## config.mk

```make
export PLATFORM = sky130hd
export DESIGN_NAME = draw_border_fx
export DESIGN_NICKNAME = d
export VERILOG_FILES = /design/src/rtl/draw_border_fx_pkg.sv /design/src/rtl/draw_border_fx_flash_fsm.sv /design/src/rtl/draw_border_fx.sv
export SDC_FILE = /design/constraint.sdc
export NUM_CORES = 1
export LEC_CHECK = 0
export BUFFER_PORTS_ARGS = -buffer_cell sky130_fd_sc_hd__buf_2
export CAP_MARGIN = 20
export CELL_PAD_IN_SITES_DETAIL_PLACEMENT = 0
export CELL_PAD_IN_SITES_GLOBAL_PLACEMENT = 2
export CORE_MARGIN = 2
export CORE_UTILIZATION = 38
export CTS_BUF_LIST = sky130_fd_sc_hd__clkbuf_8
export DETAILED_ROUTE_END_ITERATION = 8
export PLACE_DENSITY = 0.85
export SYNTH_ARGS = -nofsm -noshare
export SYNTH_HDL_FRONTEND = slang
export SYNTH_SLANG_ARGS = --single-unit
```

## constraint.sdc

```tcl
create_clock -name clock -period 3.9 [get_ports clock]
set_input_delay 0.78 -clock clock [delete_from_list [all_inputs] [get_ports clock]]
set_output_delay 0.78 -clock clock [all_outputs]
set_load 0.01 [all_outputs]
```

## src/rtl/draw_border_fx_pkg.sv

```systemverilog
// Shared types and helpers for the border renderer.
//   rgb_t        packed {r,g,b} colour, 8 bits per channel
//   fx_state_t   flash sequencer states
//   range_check  half-open interval test lo <= v < hi, used for region decode
package draw_border_pkg;

    typedef struct packed {
        logic [7:0] r;
        logic [7:0] g;
        logic [7:0] b;
    } rgb_t;

    typedef enum logic [1:0] {
        SOLID     = 2'd0,
        FLASH_OFF = 2'd1,
        FLASH_ON  = 2'd2
    } fx_state_t;

    localparam int   DEF_H_ACTIVE = 800;
    localparam int   DEF_V_ACTIVE = 600;
    localparam rgb_t RGB_WHITE    = 24'hFFFFFF;
    localparam rgb_t RGB_BLACK    = 24'h000000;

    function automatic logic range_check(input int unsigned v,
                                         input int unsigned lo,
                                         input int unsigned hi);
        return (v >= lo) && (v < hi);
    endfunction

endpackage

```

## src/rtl/draw_border_fx_flash_fsm.sv

```systemverilog
// Frame-synchronous border flash sequencer.
// Ports:
//   clock, reset_n         pixel clock, async active-low reset
//   frame_start            one-cycle pulse per frame; all phase changes happen here
//   flash_req              one-cycle request, latched while idle
//   lit                    border shown at full colour
//   dim                    border in its off half-phase
//   flash_busy             request pending or flash running
//
// state     | meaning
// SOLID     | idle, border lit; a request waits for the next frame_start
// FLASH_OFF | off half-phase, FLASH_PERIOD frames
// FLASH_ON  | on half-phase, FLASH_PERIOD frames; ends a blink pair
module border_flash_fsm
    import draw_border_pkg::*;
#(
    parameter int FLASH_PERIOD = 15,
    parameter int FLASH_COUNT  = 3
) (
    input  logic clock,
    input  logic reset_n,
    input  logic frame_start,
    input  logic flash_req,
    output logic lit,
    output logic dim,
    output logic flash_busy
);

    localparam int FW = $clog2(FLASH_PERIOD + 1);
    localparam int LW = $clog2(FLASH_COUNT + 1);

    fx_state_t         r_state, w_state_nx;
    logic [FW-1:0]     r_fcnt,  w_fcnt_nx;
    logic [LW-1:0]     r_left,  w_left_nx;
    logic              r_pend,  w_pend_nx;
    logic              w_phase_end;

    assign w_phase_end = frame_start && (r_fcnt == FW'(FLASH_PERIOD - 1));

    always_ff @(posedge clock or negedge reset_n) begin
        if (!reset_n) begin
            r_state <= SOLID;
            r_fcnt  <= '0;
            r_left  <= '0;
            r_pend  <= 1'b0;
        end else begin
            r_state <= w_state_nx;
            r_fcnt  <= w_fcnt_nx;
            r_left  <= w_left_nx;
            r_pend  <= w_pend_nx;
        end
    end

    always_comb begin
        w_state_nx = r_state;
        w_fcnt_nx  = r_fcnt;
        w_left_nx  = r_left;
        w_pend_nx  = r_pend;
        case (r_state)
            SOLID: begin
                // A request arriving on the frame_start cycle itself starts this frame.
                if (frame_start && (r_pend || flash_req)) begin
                    w_state_nx = FLASH_OFF;
                    w_fcnt_nx  = '0;
                    w_left_nx  = LW'(FLASH_COUNT);
                    w_pend_nx  = 1'b0;
                end else if (flash_req) begin
                    w_pend_nx = 1'b1;
                end
            end
            FLASH_OFF: begin
                if (w_phase_end) begin
                    w_fcnt_nx  = '0;
                    w_state_nx = FLASH_ON;
                end else if (frame_start) begin
                    w_fcnt_nx = r_fcnt + FW'(1);
                end
            end
            FLASH_ON: begin
                if (w_phase_end) begin
                    w_fcnt_nx = '0;
                    if (r_left == LW'(1)) begin
                        w_state_nx = SOLID;
                    end else begin
                        w_left_nx  = r_left - LW'(1);
                        w_state_nx = FLASH_OFF;
                    end
                end else if (frame_start) begin
                    w_fcnt_nx = r_fcnt + FW'(1);
                end
            end
            default: w_state_nx = SOLID;
        endcase
    end

    always_comb begin
        lit        = (r_state != FLASH_OFF);
        dim        = (r_state == FLASH_OFF);
        flash_busy = r_pend || (r_state != SOLID);
    end

endmodule

```

## src/rtl/draw_border_fx.sv

```systemverilog
// Border pixel renderer with programmable colour and flash sequencer.
// Output is registered: row/col sampled at cycle t give red/green/blue/in_border at t+1.
// Ports:
//   clock, reset_n          pixel clock, async active-low reset
//   row, col                current pixel coordinate
//   frame_start             one-cycle pulse at start of frame
//   border_rgb              requested colour, latched only on frame_start
//   flash_req               one-cycle flash request
//   red, green, blue        pixel colour
//   in_border               pixel lies in the border region
//   flash_busy              flash pending or in progress
// Build option: DRAW_BORDER_FX_DIM_EN shows the border at quarter intensity
// during the off half-phase instead of black.
module draw_border_fx
    import draw_border_pkg::*;
#(
    parameter int CW           = 10,
    parameter int H_ACTIVE     = DEF_H_ACTIVE,
    parameter int V_ACTIVE     = DEF_V_ACTIVE,
    parameter int THICK        = 5,
    parameter int FLASH_PERIOD = 15,
    parameter int FLASH_COUNT  = 3
) (
    input  logic          clock,
    input  logic          reset_n,
    input  logic [CW-1:0] row,
    input  logic [CW-1:0] col,
    input  logic          frame_start,
    input  logic [23:0]   border_rgb,
    input  logic          flash_req,
    output logic [7:0]    red,
    output logic [7:0]    green,
    output logic [7:0]    blue,
    output logic          in_border,
    output logic          flash_busy
);

    rgb_t        r_cur_rgb;
    rgb_t        w_pix;
    logic        w_border;
    logic        w_lit;
    logic        w_dim;
    int unsigned w_col;
    int unsigned w_row;

    border_flash_fsm #(
        .FLASH_PERIOD (FLASH_PERIOD),
        .FLASH_COUNT  (FLASH_COUNT)
    ) u_flash (
        .clock       (clock),
        .reset_n     (reset_n),
        .frame_start (frame_start),
        .flash_req   (flash_req),
        .lit         (w_lit),
        .dim         (w_dim),
        .flash_busy  (flash_busy)
    );

    assign w_col = 32'(col);
    assign w_row = 32'(row);

    // Border = inside the active area but outside the interior rectangle.
    assign w_border = range_check(w_col, 0, H_ACTIVE)
                   && range_check(w_row, 0, V_ACTIVE)
                   && !(range_check(w_col, THICK, H_ACTIVE - THICK)
                     && range_check(w_row, THICK, V_ACTIVE - THICK));

    always_ff @(posedge clock or negedge reset_n) begin
        if (!reset_n) begin
            r_cur_rgb <= RGB_WHITE;
        end else if (frame_start) begin
            r_cur_rgb <= border_rgb;
        end
    end

    always_comb begin
        w_pix = RGB_BLACK;
        if (w_border && w_lit) begin
            w_pix = r_cur_rgb;
        end else if (w_border && w_dim) begin
`ifdef DRAW_BORDER_FX_DIM_EN
            w_pix.r = r_cur_rgb.r >> 2;
            w_pix.g = r_cur_rgb.g >> 2;
            w_pix.b = r_cur_rgb.b >> 2;
`else
            w_pix = RGB_BLACK;
`endif
        end
    end

    always_ff @(posedge clock or negedge reset_n) begin
        if (!reset_n) begin
            red       <= '0;
            green     <= '0;
            blue      <= '0;
            in_border <= 1'b0;
        end else begin
            red       <= w_pix.r;
            green     <= w_pix.g;
            blue      <= w_pix.b;
            in_border <= w_border;
        end
    end

endmodule

```

======== Yosys cells after proc, flatten, opt, wreduce, memory -nomap -nowiden ========
Cells that the tools add are included.
W data, S select, Z words.
word-level totals
  register bits after elaboration ......... 58
  word-level logic and storage cells ...... 70
  output and inout bits ................... 26
  input bits .............................. 48
  memories kept ........................... 0
  memory bits (read-only) ................. 0
  bits in writable memories ............... 0
  bits in latches ......................... 0
cells by class
  divide/modulo/power cells ............... 0
  eq/ne operators ......................... 10
  add/sub/neg operators ................... 2
  multipliers ............................. 0
  $lt $le $gt $ge ......................... 8
  shift-type cells ........................ 0
  mux-type cells .......................... 16
  bitwise operators ....................... 0
  reduce and logical (&&, ||, !) cells .... 23
operator list
  kind                    count
  $lt A10 B10 Y1 const B  4
  $mux W24                1
  $ge A10 B1 Y1 const B   2
  $ge A10 B3 Y1 const B   2
  $mux W2                 6
  $mux W4                 3
  $logic_and A1 B1 Y1     10
  $pmux W4 S2             1
  $reduce_bool A2 Y1      4
  $ne A2 B1 Y1 const B    3
  $pmux W2 S3             1
  $reduce_and A3 Y1       2
  $add A4 B1 Y4 const B   1
  $eq A2 B1 Y1 const B    2
  $eq A4 B4 Y1 const B    1
  $ne A2 B2 Y1 const B    2
  $pmux W2 S2             1
  $reduce_and A4 Y1       1
  $mux W1                 3
  $ne A3 B1 Y1 const B    1
  $eq A2 B2 Y1 const B    1
  $logic_not A2 Y1        1
  $logic_or A1 B1 Y1      2
  $reduce_and A2 Y1       1
  3 further kinds         3

======== Longest topological paths before layout ========
Gate-level depths: netlist of the first run.
  word-level depth ........................ 7
  mapped depth ............................ 7
  mapped depth without buffers ............ 6

======== Modules after synthesis ========
Synthesis of the first run repeated with hierarchy kept, for this count alone.
second synthesis, totals
  cell total of the unflattened synthesis .. 217
  area total of the unflattened synthesis .. 2,854.0 um^2
by module, submodules not included
  module            area an instance (um^2)  sequential area each (um^2)  cells each  times used
  draw_border_fx    2,208.4                  1,256.2                      152         1
  border_flash_fsm  645.6                    225.2                        65          1

======== Worst setup path before layout of the first run ========
No wires, ideal clock.
  path kind ............................... input-to-reg
  from .................................... input port frame_start
  to ...................................... register u_flash.r_state[0]
  setup time .............................. 0.125 ns
  buffers on the path ..................... 1
  stages on the path ...................... 5
  setup slack ............................. 1.934 ns
  required time ........................... 3.775 ns
  arrival ................................. 1.842 ns
  cells stage by stage .................... buf_2 -> inv_1 -> o21ai_0 -> and2_1 -> mux2_2
on the way
  longest elaborated chain between the ends .. 3
  elaborated cells between the ends (all ways) .. 6
  classes of those cells .................. eq/ne: 3; reduce/logical: 3
ends and longest elaborated chain
  item                                                           RTL line                                                        RTL
  start, declared                                                draw_border_fx.sv:28                                            input logic frame_start,
  $logic_and A1 B1 Y1 (on tied branches)                         draw_border_fx_flash_fsm.sv:38, draw_border_fx_flash_fsm.sv:62
  $ne A2 B2 Y1 (no source line) or $ne A2 B1 Y1 (tied branches)  n/a
  $reduce_and A3 Y1 (no source line) (*)                         n/a
  end signal, assigned                                           draw_border_fx_flash_fsm.sv:47                                  r_state <= w_state_nx;
  end, declared                                                  draw_border_fx_flash_fsm.sv:32                                  fx_state_t r_state, w_state_nx;
Every way passes the cells marked *; elsewhere a longest branch is shown, timed or not.
A chain may end at the register's enable or synchronous reset.

======== Worst setup path after layout of the first run ========
Ends and elaborated chain as after synthesis.

==> results of run 1 <==
## stage by stage
| step | std cells | hold slack [ns] | util, % | cell area [sq um] |
|---|---|---|---|---|
| after global placement | 334 | 0.5005 | 45.32 | 3028 |
| after CTS | 350 | 0.5267 | 48.52 | 3242 |
| after global routing | 350 | 0.5490 | 48.52 | 3242 |
| final | 350 | 0.5276 | 48.52 | 3242 |
| after floorplan | 187 | 0.4696 | - | 2591 |
| after detailed placement | 334 | 0.5140 | 45.32 | 3028 |
## kinds of logic after synthesis
family,after synthesis,synth area share [%]
flip-flops,58,57.17
buffers and inverters,16,2.994
AO/OA/AOI/OAI,23,6.519
AND/OR/NAND/NOR,55,17.82
adder cells (fa/ha/maj),7,3.380
multiplexers,28,12.12
## worst min-delay path by stage
stage / endpoint
after floorplan: u_flash.r_fcnt[3]
after global placement: u_flash.r_fcnt[3]
after detailed placement: u_flash.r_fcnt[3]
after CTS: u_flash.r_fcnt[3]
after global routing: red[6]
final: u_flash.r_fcnt[3]
## critical path: stages
cell     delay (ns)
buf_2          0.51
inv_1          0.12
o21ai_0        0.42
and2_1         0.23
mux2_2         0.34
## synth_stat cells
master	count
dfrtp_1	34
mux2_2	27
dfstp_2	24
nor3b_2	19
nor2_1	8
ha_1	7
inv_1	7
o21ai_0	7
a21oi_1	6
a211oi_1	4
nor4_1	4
nor4b_1	4
buf_1	3
nand2b_1	3
nor3b_1	3
and3_1	2
buf_6	2
clkbuf_1	2
nand4_1	2
nor3_1	2
o2bb2ai_1	2
o311ai_0	2
and2_1	1
and4_1	1
and4b_1	1
buf_2	1
clkbuf_2	1
mux2i_1	1
nand2_1	1
nand3_1	1
nand4bb_1	1
nor2b_1	1
o311a_2	1
o41ai_4	1
or2_2	1
## power by group through the flow
stage	clock network (W)	registers [W]	logic (W)
5_1_grt	0.000622	0.000732	0.000444
4_1_cts	0.000598	0.000722	0.000401
3_5_place_dp	0	0.000732	0.000398
2_1_floorplan	0	0.000723	0.000290
3_3_place_gp	0	0.000731	0.000396
6_report	0.000575	0.000721	0.000396
## registers in the layout, indices dropped and copies added (netlist names)
| signal | flops |
|---|---|
| u_flash.r_state | 2 |
| blue | 8 |
| red | 8 |
| u_flash.r_pend | 1 |
| u_flash.r_left | 2 |
| r_cur_rgb | 24 |
| green | 8 |
| u_flash.r_fcnt | 4 |
| in_border | 1 |
## routing by layer
metal	track usage, %	part of all wire [%]	wire length (um)	vias up
li1	-	-	-	836
met1	17.30	45	2191	825
met2	22.31	48	2334	43
met5	0	0	0	-
met3	6.667	6.8	330	5
met4	4.688	0.59	29	0
## final cells by class
cell class / count / area share [%]
inverters: 7 / 0.8105
clock buffers: 12 / 5.095
well taps: 80 / 3.088
repair buffers: 76 / 11.96
multi-input cells: 113 / 31.84
flip-flops and latches: 58 / 45.70
clock inverters: 4 / 1.505
## cells in the final DEF, fill, tap and decap left out, drive strengths merged
cell	count
o41ai	1
nand4bb	1
mux2i	1
a21oi	6
nor4b	4
and4b	1
nor2b	1
inv	7
a211oi	4
bufinv	1
o311a	1
nor3	2
clkbuf	12
nor3b	22
nand2b	3
and2	1
nand4	2
and3	2
ha	7
o21ai	7
o311ai	2
mux2	27
nor2	8
nand3	1
dfrtp	34
nor4	4
and4	1
buf	76
dfstp	24
o2bb2ai	2
or2	1
clkinv	3
nand2	1
==> impl_results.md, run 1 <==
- Status: finished, final reports clean
- Flop2flop setup slack: 1.95 ns
- Crit path required time: 4.11 ns
- Rows: 30
- Largest net degree at the start of global routing: 40
- Reg2Reg Capture Point: u_flash.r_fcnt[0]
- Worst Path Arrival: 2.39 ns
- PwrDens: roughly 520 nW/um^2
- Seq/Total Area, Yosys: a little under three fifths
- Post-CTS Hold Fix Bufs: 0
- First-pass GRT wire length: 8.142 mm
- Final worst path period need: 2.181 ns
- Grt ovf: 0
- Seq pwr share: 42.6%
- Relative slew margins: 46.09%
- Initial Util: 38.78%
- Core ar.: around 6700 sq um
- Nature of the critical path endpoint: flip-flop
- Placement Setup Slack: 1.374 ns
- Fin nets: 320
- TritonCTS clock tree: built
- H-tree levels: 3
- Fin worst setup slack: 1.719 ns
- WL final: 4.886 mm
- Reg area: around 1500 sq um
- Gate Count Post-Synth: 187
- Sw frac: 29.22%
- Yosys warnings: 0
- GPL Wtd Cong: 0.7778
- DPL Wire Length: 3.323 mm
- Multi-input gate area: 1032 sq um
- Max Clk Rate: 458.5 MHz
- Drt wl/cell: roughly 14 um
- Synth area leaders: dfrtp_1, dfstp_2, mux2_2, nor3b_2, ha_1
- Post-route setup TNS: 0 ns
- Die ar.: 7495 sq um
- NetSw: between 0.0004 and 0.0005 W
- Post-CTS sizing: 0
- Comb pwr share: a little under a quarter
- Hold WC Path Type: flip-flop to flip-flop
- IO Pins: 74
- FILL cells: 606
- Leakage: 1.524 nW
- Clock slew at reported path FFs: 0.06 ns
- Clock Path Buffers: 2
- Count of state elements after synthesis: 58
- Via-per-instance ratio: 4.883
- Critical path startpoint: frame_start
- WHS Path Cells: 1
- Worst reg-to-reg path cell count: 6
- Synth top area share: ~33%
- RSZ-0062 raised after global routing: false
- Number of global-route vias before repair: 1729
- Antenna Violating Nets Remaining: 0
- Initial antenna violation count: 0
- Cell taking the most area after synthesis: dfrtp_1
- Clock Power Share: between 30% and 40%
- CP Class: input pin to flip-flop
- Sink Count: 58
- Hold wc startpoint: u_flash.r_fcnt[3]
- Endpoints failing hold: 0
- Buffers on Ports: 73
- Yosys cell types: 35
- CTS root buf: clkbuf_8
- Initial drt markers: 33
- Mean Syn Cell Area: 13.86 sq um
- Share of layout cells above drive strength 1: 61.11%
- Die Y: 86.58 um
- Pins Over Slew Limit: 0
- Worst IR Drop VDD: 0.3280 mV
- Pre-antenna DRT Iters: 2
- Area growth syn-to-layout: 25.11%
- Worst skew pair latency: ~0.33 ns
- Setup Viol. Count Final: 0
- Period utilization: 55.93%
- Clk_skew: 0.006928 ns
- Power Internal: between 0.001 and 0.0015 W
- Pwr Total: about 0.0017 W
- Reg2Reg Launch Point: u_flash.r_state[0]
- Mapped Nets: about 240
- Maxcap violations: 0
- Maximum fanout along the worst path: 27
- GRT Total Usage: between 10% and 20%
- Setup bufs post-CTS: 0
- Total number of vias: approximately 1700
- N_diodes: 0
- Post-synth design cell area: approximately 2600 sq um
- CP Launch Type: input pin
- Actual slew at the worst max-slew pin: roughly 0.81 ns
- End of the critical path: u_flash.r_state[0]
- Total CTS buffers: 9
- DR DRC count: 0
- Chip Width: roughly 87 um
No activity file was read; power rests on OpenSTA's default activity.
==> run 2, diff against run 1 <==
--- a/config.mk
+++ b/config.mk
@@ -10,10 +10,10 @@
 export CELL_PAD_IN_SITES_DETAIL_PLACEMENT = 0
 export CELL_PAD_IN_SITES_GLOBAL_PLACEMENT = 2
 export CORE_MARGIN = 2
-export CORE_UTILIZATION = 38
+export CORE_UTILIZATION = 35
 export CTS_BUF_LIST = sky130_fd_sc_hd__clkbuf_8
 export DETAILED_ROUTE_END_ITERATION = 8
-export PLACE_DENSITY = 0.85
+export PLACE_DENSITY = 0.79
 export SYNTH_ARGS = -nofsm -noshare
 export SYNTH_HDL_FRONTEND = slang
 export SYNTH_SLANG_ARGS = --single-unit
==> constraint.sdc (replaced) <==
create_clock -name clock -period 2.14 [get_ports clock]
set_input_delay 0.428 -clock clock [delete_from_list [all_inputs] [get_ports clock]]
set_output_delay 0.428 -clock clock [all_outputs]
set_load 0.01 [all_outputs]
==> impl_results.md, run 2 (synthesis results as in run 1) <==
- Status: finished, final reports clean
- Crit-path slowest cell: dfrtp_1
- Area growth syn-to-layout: 27.43%
- FILL cells: slightly above 700
- Share of layout cells above drive strength 1: 61.03%
- Crit path required time: 1.71 ns
- Worst IR Drop VDD: 0.5145 mV
- Fin nets: 322
- Pins Over Slew Limit: 0
- Antenna Violating Nets Remaining: 0
- Leakage: 1.546 nW
- DPL Wire Length: 3.495 mm
- Setup Viol. Count Final: 0
- Max reg flops: 24
- Critical path startpoint: u_flash.r_state[0]
- Relative slew margins: 59.79%
- First-pass GRT wire length: roughly 8.7 mm
- Worst path depth: 4
- Endpoints failing hold: 0
- Final Non-Filler Cells: 371
- Die ar.: 8108 sq um
- Post-CTS sizing: 0
- Met2 routed wirelength: 2.458 mm
- Most common library cell in the layout ignoring fill and taps: buf_2
- Setup bufs post-CTS: 0
- Commonest non-fill, non-tap cells in the layout: buf_2, dfrtp_1, mux2_2, dfstp_2, nor3b_2
- Clock slew at reported path FFs: 0.07 ns
- Post-CTS Hold Fix Bufs: 0
- Critical Path, Cell by Cell: inv_1 -> ha_1 -> nand2b_1 -> buf_2
- Core ar.: between 7000 and 8000 sq um
- IO Pins: 74
- RSZ-0062 raised after global routing: false
- Total CTS buffers: 9
- Worst Path Arrival: 1.39 ns
- Worst path buffer plus inverter count: 2
- Reg2Reg Launch Point: u_flash.r_state[0]
- Period utilization: a little over four fifths
- Worst skew pair latency: 0.33 ns
- Pre-antenna DRT Iters: 4
- Rows: 31
- Post-Place Cells: 355
- Hold WC Path Type: input pin to async pin
- DR DRC count: 0
- Nature of the critical path endpoint: output port
- Sink Count: 58
- Clk_skew: 0.008323 ns
- Worst reg-to-reg path cell count: 6
- Actual slew at the worst max-slew pin: 0.5956 ns
- Drt wl/cell: 13.39 um
- Initial Util: 35.92%
- CP Class: flip-flop to output port
- Post-route setup TNS: 0 ns
- Number of global-route vias before repair: 1843
- Maximum fanout along the worst path: 9
- GRT Total Usage: 13.39%
- Via-per-instance ratio: 4.695
- Met3 Wirelength: 241 um
- H-tree levels: 3
- TritonCTS clock tree: built
- N_diodes: 0
- WL final: roughly 5.0 mm
- Biggest register: r_cur_rgb
- CTS root buf: clkbuf_8
- Max Clk Rate: 550.2 MHz
- Maxcap violations: 0
- Initial drt markers: 63
- Total number of vias: 1742
- Largest net degree at the start of global routing: 34
- GPL Wtd Cong: 0.6970
- Flop2flop setup slack: 0.40 ns
- Top layer in use: met4
- Clock Path Buffers: 2
- Die Y: ~90 um
- PwrDens: 935.2 nW/um^2
- Reg2Reg Capture Point: u_flash.r_fcnt[1]
- CP Launch Type: flip-flop
- Buffers on Ports: 73
- CP peak stage delay: 0.42 ns
- End of the critical path: flash_busy
- Initial antenna violation count: 0
- Worst path top cell family by delay: flip-flops
- Metal-1 WL: 2.205 mm
- Final worst path period need: about 1.8 ns
- Grt ovf: 0
- Chip Width: 90.05 um
==> run 2: changes by cell type in the layout (fill, tap and decap cells not counted) <==
cell / before / now
ha_2: 0 / 1
ha_1: 7 / 6
buf_12: 0 / 2
clkinv_4: 1 / 0
clkinv_2: 2 / 1
inv_1: 7 / 9
==> run 2: layout make-up <==
class                   count  area, sq um  area share [%]
well taps                  99        123.9           3.751
clock buffers              12        165.2           5.002
multi-input cells         113         1035           31.34
inverters                   7        26.28          0.7958
clock inverters             4        42.54           1.288
flip-flops and latches     58         1481           44.87
repair buffers             78        427.9           12.96
==> run 2: worst min-delay path by stage <==
stage                 start  cells past startpoint                end  slack (ns)
global placement    reset_n                      1  u_flash.r_fcnt[2]        0.47
detailed placement  reset_n                      1  u_flash.r_fcnt[3]        0.47
global route        reset_n                      1             red[4]        0.13
CTS                 reset_n                      1             red[4]        0.11
floorplan           reset_n                      0            blue[0]        0.13
finish              reset_n                      1             red[4]        0.09
==> run 2: layer usage <==
metal	vias to the layer above	track usage, %
met3	7	4.526
met4	0	5.000
met5	-	0
met2	38	22.06
met1	863	16.31
li1	834	-
==> run 2: per-stage QoR <==
| stage | hold slack, ns | setup WS, ns | power (W) | area, sq um | utilization (%) |
|---|---|---|---|---|---|
| floorplan | 0.1324 | 0.4576 | 0.001846 | 2591 | - |
| global placement | 0.4719 | 0.2945 | 0.002088 | 3094 | 42.89 |
| detailed placement | 0.4688 | 0.2588 | 0.002095 | 3094 | 42.89 |
| CTS | 0.1057 | 0.3039 | 0.003138 | 3302 | 45.77 |
| global route | 0.1288 | 0.1918 | 0.003291 | 3302 | 45.77 |
| finish | 0.09414 | 0.3226 | 0.003088 | 3302 | 45.77 |
==> run 2: power breakdown <==
group          internal [W]  switching (W)
Combinational      0.000332       0.000418
Sequential          0.00124      0.0000700
Clock              0.000622       0.000401
